[src/rtl/mem_wb_pipe_if.sv]
// MEM->WB stage handshake bundle: upstream valid/ready plus entry fields,
// downstream valid/ready plus head-entry fields.
// The master modport is the side that drives MEM entries and consumes WB
// output. The slave modport is the pipeline stage itself.
interface mem_wb_pipe_if #(
  parameter int DATA_W = 32,
  parameter int REG_W  = 5
);
  // Upstream (MEM side)
  logic              in_valid;
  logic              in_ready;
  logic [DATA_W-1:0] in_readdata;
  logic [DATA_W-1:0] in_aluresult;
  logic [REG_W-1:0]  in_rd;
  logic              in_memtoreg;
  logic              in_regwrite;

  // Downstream (WB side)
  logic              out_valid;
  logic              out_ready;
  logic [DATA_W-1:0] out_readdata;
  logic [DATA_W-1:0] out_aluresult;
  logic [REG_W-1:0]  out_rd;
  logic              out_memtoreg;
  logic              out_regwrite;
  logic [DATA_W-1:0] out_wbdata;

  modport master (
    output in_valid, in_readdata, in_aluresult, in_rd, in_memtoreg,
           in_regwrite, out_ready,
    input  in_ready, out_valid, out_readdata, out_aluresult, out_rd,
           out_memtoreg, out_regwrite, out_wbdata
  );

  modport slave (
    input  in_valid, in_readdata, in_aluresult, in_rd, in_memtoreg,
           in_regwrite, out_ready,
    output in_ready, out_valid, out_readdata, out_aluresult, out_rd,
           out_memtoreg, out_regwrite, out_wbdata
  );
endinterface

[src/rtl/mem_wb_pipe.sv]
// MEM->WB pipeline stage with a valid/ready handshake and a 2-entry skid
// buffer.
//
// Entry M drives the outputs. Entry S catches the entry that is accepted
// while M is stalled. in_ready comes from a flop, so there is no
// combinational path from out_ready to in_ready.
//
// Writes to register 0 are suppressed when an entry is captured. flush
// drops every held entry and the entry offered in the same cycle.
//
// Optional feature macro: MEM_WB_PIPE_WBMUX_EN.
// When it is defined, the writeback value (memtoreg ? readdata : aluresult)
// is computed at capture and stored with each entry. When it is undefined,
// out_wbdata is tied to 0 and WB does its own mux.
module mem_wb_pipe #(
  parameter int DATA_W = 32,
  parameter int REG_W  = 5
) (
  input  logic           clock,
  input  logic           reset,
  input  logic           flush,
  mem_wb_pipe_if.slave   bus
);

  typedef enum logic [1:0] {
    EMPTY = 2'd0,  // M invalid, S invalid
    ONE   = 2'd1,  // M valid,   S invalid
    FULL  = 2'd2   // M valid,   S valid
  } state_e;

  typedef struct packed {
    logic [DATA_W-1:0] readdata;
    logic [DATA_W-1:0] aluresult;
`ifdef MEM_WB_PIPE_WBMUX_EN
    logic [DATA_W-1:0] wbdata;
`endif
    logic [REG_W-1:0]  rd;
    logic              memtoreg;
    logic              regwrite;
  } entry_t;

  state_e state_q, state_d;
  entry_t m_q, m_d;
  entry_t s_q, s_d;
  logic   in_ready_q, in_ready_d;

  logic   m_valid;
  logic   accept;
  logic   pop;
  entry_t cap;

  assign m_valid = (state_q != EMPTY);
  assign accept  = bus.in_valid & in_ready_q;
  assign pop     = m_valid & bus.out_ready;

  // Shape the incoming entry: drop regwrite for r0 and pre-select the writeback value.
  always_comb begin
    cap           = '0;
    cap.readdata  = bus.in_readdata;
    cap.aluresult = bus.in_aluresult;
    cap.rd        = bus.in_rd;
    cap.memtoreg  = bus.in_memtoreg;
    cap.regwrite  = bus.in_regwrite & (bus.in_rd != '0);
`ifdef MEM_WB_PIPE_WBMUX_EN
    cap.wbdata    = bus.in_memtoreg ? bus.in_readdata : bus.in_aluresult;
`endif
  end

  // Next-state logic: skid-buffer occupancy and entry movement.
  always_comb begin
    // NOTE: every variable gets a default before the case, so no path through the block can leave a latch behind.
    state_d = state_q;
    m_d     = m_q;
    s_d     = s_q;

    unique case (state_q)
      EMPTY: begin
        if (accept) begin
          m_d     = cap;
          state_d = ONE;
        end
      end
      ONE: begin
        if (accept && pop) begin
          m_d = cap;
        end else if (accept) begin
          s_d     = cap;
          state_d = FULL;
        end else if (pop) begin
          state_d = EMPTY;
        end
      end
      FULL: begin
        if (pop) begin
          m_d     = s_q;
          state_d = ONE;
        end
      end
      default: state_d = EMPTY;
    endcase

    // Flush wins over accept and pop. The stored data is left alone because
    // it is ignored while invalid.
    if (flush) begin
      state_d = EMPTY;
      m_d     = m_q;
      s_d     = s_q;
    end

    in_ready_d = (state_d != FULL);
  end

  // State and storage registers; reset clears everything so all outputs read 0.
  always_ff @(posedge clock) begin
    if (reset) begin
      // NOTE: the entry data is reset as well as the valid bits, because every output, data included, must read 0 after reset.
      state_q    <= EMPTY;
      in_ready_q <= 1'b1;
      m_q        <= '0;
      s_q        <= '0;
    end else begin
      // NOTE: non-blocking assignments, so each register samples the pre-edge value of the others.
      state_q    <= state_d;
      in_ready_q <= in_ready_d;
      m_q        <= m_d;
      s_q        <= s_d;
    end
  end

  assign bus.in_ready      = in_ready_q;
  assign bus.out_valid     = m_valid;
  assign bus.out_readdata  = m_q.readdata;
  assign bus.out_aluresult = m_q.aluresult;
  assign bus.out_rd        = m_q.rd;
  assign bus.out_memtoreg  = m_q.memtoreg;
  assign bus.out_regwrite  = m_q.regwrite & m_valid;
`ifdef MEM_WB_PIPE_WBMUX_EN
  assign bus.out_wbdata    = m_q.wbdata;
`else
  assign bus.out_wbdata    = '0;
`endif

endmodule

[src/flat_wrapper.sv]
// flat-port wrapper written by rule: the top's interface ports become plain ports
module mem_wb_pipe_flat 
#(
  parameter int DATA_W = 32,
  parameter int REG_W  = 5
)
  (clock, reset, flush, bus_in_valid, bus_in_readdata, bus_in_aluresult, bus_in_rd, bus_in_memtoreg, bus_in_regwrite, bus_out_ready, bus_in_ready, bus_out_valid, bus_out_readdata, bus_out_aluresult, bus_out_rd, bus_out_memtoreg, bus_out_regwrite, bus_out_wbdata);
  mem_wb_pipe_if #(.DATA_W(DATA_W), .REG_W(REG_W)) bus_i ();
  input  logic clock;
  input  logic reset;
  input  logic flush;
  input wire logic [$bits(bus_i.in_valid)-1:0] bus_in_valid;
  input wire logic [$bits(bus_i.in_readdata)-1:0] bus_in_readdata;
  input wire logic [$bits(bus_i.in_aluresult)-1:0] bus_in_aluresult;
  input wire logic [$bits(bus_i.in_rd)-1:0] bus_in_rd;
  input wire logic [$bits(bus_i.in_memtoreg)-1:0] bus_in_memtoreg;
  input wire logic [$bits(bus_i.in_regwrite)-1:0] bus_in_regwrite;
  input wire logic [$bits(bus_i.out_ready)-1:0] bus_out_ready;
  output wire logic [$bits(bus_i.in_ready)-1:0] bus_in_ready;
  output wire logic [$bits(bus_i.out_valid)-1:0] bus_out_valid;
  output wire logic [$bits(bus_i.out_readdata)-1:0] bus_out_readdata;
  output wire logic [$bits(bus_i.out_aluresult)-1:0] bus_out_aluresult;
  output wire logic [$bits(bus_i.out_rd)-1:0] bus_out_rd;
  output wire logic [$bits(bus_i.out_memtoreg)-1:0] bus_out_memtoreg;
  output wire logic [$bits(bus_i.out_regwrite)-1:0] bus_out_regwrite;
  output wire logic [$bits(bus_i.out_wbdata)-1:0] bus_out_wbdata;
  assign bus_i.in_valid = bus_in_valid;
  assign bus_i.in_readdata = bus_in_readdata;
  assign bus_i.in_aluresult = bus_in_aluresult;
  assign bus_i.in_rd = bus_in_rd;
  assign bus_i.in_memtoreg = bus_in_memtoreg;
  assign bus_i.in_regwrite = bus_in_regwrite;
  assign bus_i.out_ready = bus_out_ready;
  assign bus_in_ready = bus_i.in_ready;
  assign bus_out_valid = bus_i.out_valid;
  assign bus_out_readdata = bus_i.out_readdata;
  assign bus_out_aluresult = bus_i.out_aluresult;
  assign bus_out_rd = bus_i.out_rd;
  assign bus_out_memtoreg = bus_i.out_memtoreg;
  assign bus_out_regwrite = bus_i.out_regwrite;
  assign bus_out_wbdata = bus_i.out_wbdata;
  mem_wb_pipe #(.DATA_W(DATA_W), .REG_W(REG_W)) u_core (.clock(clock), .reset(reset), .flush(flush), .bus(bus_i));
endmodule
[config.mk]
export PLATFORM = sky130hd
export DESIGN_NAME = mem_wb_pipe_flat
export DESIGN_NICKNAME = d
export VERILOG_FILES = /design/src/rtl/mem_wb_pipe_if.sv /design/src/rtl/mem_wb_pipe.sv /design/src/flat_wrapper.sv
export SDC_FILE = /design/constraint.sdc
export NUM_CORES = 1
export LEC_CHECK = 0
export ABC_AREA = 1
export CAP_MARGIN = 10
export CORE_MARGIN = 2
export CORE_UTILIZATION = 60
export CTS_BUF_LIST = sky130_fd_sc_hd__clkbuf_4
export CTS_CLUSTER_SIZE = 24
export DETAILED_ROUTE_END_ITERATION = 6
export DONT_BUFFER_PORTS = 1
export PLACE_DENSITY = 0.83
export SLEW_MARGIN = 20
export SYNTH_ARGS = -nofsm -noshare
export SYNTH_HDL_FRONTEND = slang
export SYNTH_SLANG_ARGS = --single-unit
[constraint.sdc]
create_clock -name clock -period 1.37 [get_ports clock]
set_clock_uncertainty 0.05 [all_clocks]
set_input_delay 0.137 -clock clock [delete_from_list [all_inputs] [get_ports clock]]
set_output_delay 0.137 -clock clock [all_outputs]
set_load 0.02 [all_outputs]
==> flow_metrics.py, run 1 <==
metrics = {
    "grt": {
        "overflow": 0,
        "grt_antenna_before_repair": 0,
        "grt_pass1_wl_um": 27860,
        "grt_usage_pct": 27.29,
        "grt_max_degree": 65,
        "grt_pass1_vias": 5882,
    },
    "final_layout": {
        "n_fill_cell": 741,
        "nNetsFinal": 1232,
        "area_delta_synth_final_pct": 25.66,
        "ff_latch_area_sq_mm": 0.002909,
        "multi_input_area_sq_mm": 0.003398,
        "layout-drive-gt1-share_pct": 18.65,
        "antenna_cells": 0,
        "fin_cells": 1312,
        "final_core_util_pct": 77.94,
    },
    "worst_setup_path": {
        "worst_setup_path_end_kind": "flop",
        "r2r_cells": 12,
        "arrival_ns": 2.08,
        "startpoint": "u_core.state_q[1]",
        "path_class": "reg -> reg",
        "crit_end": "u_core.bus.out_aluresult[1]",
        "startpoint_type": "flop",
        "required_ns": 1.83,
        "reg2reg_to": "u_core.bus.out_aluresult[1]",
        "crit_fanout": 8,
        "r2r_setup_slack_ns": -0.25,
        "r2r_start": "u_core.state_q[1]",
    },
    "run_status": {
        "failed_checks": "DRC, setup timing",
        "status": "finished, violations left",
    },
    "yosys": {
        "synthTopCellsByCount": "nand2_1, nor2_1, dfxtp_1",
        "synth_cells": 1124,
        "synth_top_area_share_pct": 40.64,
        "synth_most_common_cell": "nand2_1",
        "synth_area_sq_mm": 0.007143,
        "ys_seq_elements": 145,
        "synth-edff-count": 0,
        "synth_flop_cell": "dfxtp_1",
        "yosys_warnings": 0,
        "seq_area_frac_synth_pct": 40.64,
        "yosys-top-cells-area": "dfxtp_1, nand2_1, nor2_1",
        "ys_types": 18,
        "yosysTopAreaCell": "dfxtp_1",
        "syn_area_per_cell_sq_um": 6.355,
        "synthArstFlopShare_pct": 0,
    },
    "sta": {
        "period_minus_slack_ns": 1.623,
        "worst_slack_ns": -0.2526,
        "max_freq_mhz": 616.3,
        "min_period_over_period_pct": 118.4,
        "rsz0062_at_grt": "yes",
        "setup_violations": 147,
        "hold_viol": 0,
        "slew_viol_final": 0,
    },
    "placed_design": {
        "portBuffers": 0,
        "dp_hpwl_um": 9584,
        "post-place-cells": 1173,
        "gp_congestion": 0.7904,
    },
    "power_and_ir_drop": {
        "power.density_mw_per_mm2": 1047,
        "p_leak_uw": 0.004493,
        "vdd_ir_drop_max_v": 0.0008436,
    },
    "job": {
        "drv_cap": 0,
    },
    "route": {
        "ant_nets": 0,
        "met2_length_um": 10340,
        "dr.pass1.iters": 7,
        "viasPerCell": 5.090,
        "wl_per_cell_um": 15.26,
        "drtIter0Drc": 654,
        "maxUsedRoutingLayer": "met4",
        "drc_errors": 12,
        "wl_met3_um": 1511,
        "wl_met1_um": 7377,
        "drt_wl_total_um": 20020,
        "vias": 6678,
    },
    "clock_network": {
        "cts_num_sinks": 145,
        "cts_made_buffers": 17,
        "htree_levels": 4,
        "cts.clk_slew.worst_paths_ns": 0.12,
        "worstSkewPairLatency_ns": 0.58,
        "cts_tree": "done",
        "max-clock-path-buffers": 2,
        "cts_root_buf": "clkbuf_4",
    },
    "die": {
        "die_y_um": 113.1,
        "die_w_um": 113.1,
        "dieArea_sq_mm": 0.01279,
        "coreArea_sq_mm": 0.01152,
        "fp-row-count": 39,
        "initial_utilization_pct": 62.03,
        "ios": 181,
    },
    "worst_hold_path": {
        "hold_path_class": "in -> reg",
    },
}
## critical path, cell delays in order (launching register included)
cell and delay (ns):
dfxtp_2 0.38, buf_6 0.13, inv_6 0.05, buf_6 0.11, nor2_4 0.11, buf_6 0.16
clkbuf_16 0.19, nand2_4 0.05, nand2_2 0.08, inv_2 0.04, nand2_1 0.05, nand2_1 0.05
nor2_1 0.12
## where the power goes
| group | total [uW] | internal [uW] | leakage (uW) | switching [uW] |
|---|---|---|---|---|
| logic | 1320 | 579 | 0.00312 | 742 |
| registers | 4740 | 4420 | 0.00119 | 323 |
| clock network | 3340 | 1800 | 0.000186 | 1540 |
## cells in the final DEF, fill, tap and decap left out
master	instances
xnor2_1	1
clkinv_2	3
nand3_4	1
buf_4	16
buf_12	17
nor2_2	19
inv_6	1
bufinv_16	6
clkinv_1	4
inv_8	1
dfxtp_2	2
conb_1	32
nand2_2	47
dfxtp_1	142
nand3_1	1
o21bai_1	1
clkbuf_16	10
bufbuf_16	1
clkbuf_4	18
a21oi_1	1
inv_1	65
nand2_4	17
nor2_1	270
o21ai_1	32
nand2_1	300
inv_4	2
o21ai_2	14
dfxtp_4	1
buf_8	4
o21ai_0	26
dlygate4sd3_1	76
buf_6	15
nand3_2	1
clkinvlp_4	1
nor2_4	6
buf_16	3
inv_2	12
## flip-flops by register name (all words and copies together) (netlist names)
name and flops:
u_core.bus.out_readdata 32, u_core.bus.out_rd 5, u_core.bus.out_aluresult 32, u_core.state_q 2, u_core.bus.in_ready 1, u_core.m_q 1
u_core.s_q 71, u_core.bus.out_memtoreg 1
## layout make-up
type                            count  share of cell area, %
Sequential cell                   145                  32.41
Timing Repair Buffer              142                  20.23
Clock inverter                     14                  2.425
Multi-Input combinational cell    769                  37.86
Tap cell                          143                  1.993
Clock buffer                       18                  1.505
Inverter                           81                  3.582
## how the worst min path moves through the flow
stage / start / endpoint / slack (ns) / cells past startpoint
floorplan: bus_in_regwrite / u_core.s_q[0] / 0.23 / 2
global placement: bus_in_regwrite / u_core.s_q[0] / 0.23 / 2
detailed placement: bus_in_regwrite / u_core.s_q[0] / 0.24 / 2
CTS: bus_out_ready / u_core.s_q[40] / 0.06 / 6
global route: bus_out_ready / u_core.s_q[54] / 0.07 / 5
finish: bus_out_ready / u_core.s_q[8] / 0.09 / 5
## kinds of logic (layout without fill, tap and decap cells)
kind of cell / Yosys count / after routing / synth area share, %
DFF: 145 / 145 / 40.64
AOI/OAI and AO/OA: 74 / 74 / 5.272
other: 1 / 32 / 0.05250
buffers and inverters: 241 / 255 / 18.97
and+or+nand+nor: 662 / 662 / 34.94
xor gates and xnor gates: 1 / 1 / 0.1226
## through the flow
step	total power (uW)	worst slack, ns	setup TNS [ns]	cell area [sq um]	hold WS, ns
4_1_cts	9252	-0.1821	-15.43	8322	0.05691
2_1_floorplan	5756	0.01147	0	7261	0.2277
3_3_place_gp	5669	-0.03217	-0.9488	6832	0.2348
6_report	9400	-0.2526	-22.61	8976	0.09460
5_1_grt	9775	-0.3016	-30.57	8976	0.07455
3_5_place_dp	5695	-0.1171	-8.089	6832	0.2419
## layer usage
layer	track usage, %	vias up
met1	29.89	3003
li1	-	3275
met5	0	-
met2	47.62	330
met3	8.356	70
met4	13.98	0
## timing repair
item                       4_1_cts  5_1_grt
hold buffers                    76        0
setup endpoints to repair      143      146
buffers inserted                 8        7
cloned                           5       13
pin swaps                        3       50
resized for setup               63      156
hold endpoints to repair       145        0
Power figures use the tool's default switching activity.
==> run 2, diff against run 1 <==
--- a/config.mk
+++ b/config.mk
@@ -6,7 +6,6 @@
 export NUM_CORES = 1
 export LEC_CHECK = 0
 export ABC_AREA = 1
-export CAP_MARGIN = 10
 export CORE_MARGIN = 2
 export CORE_UTILIZATION = 60
 export CTS_BUF_LIST = sky130_fd_sc_hd__clkbuf_4
==> results of run 2 <==
Same layout as run 1: the final DEF is identical, and so are final timing and power.
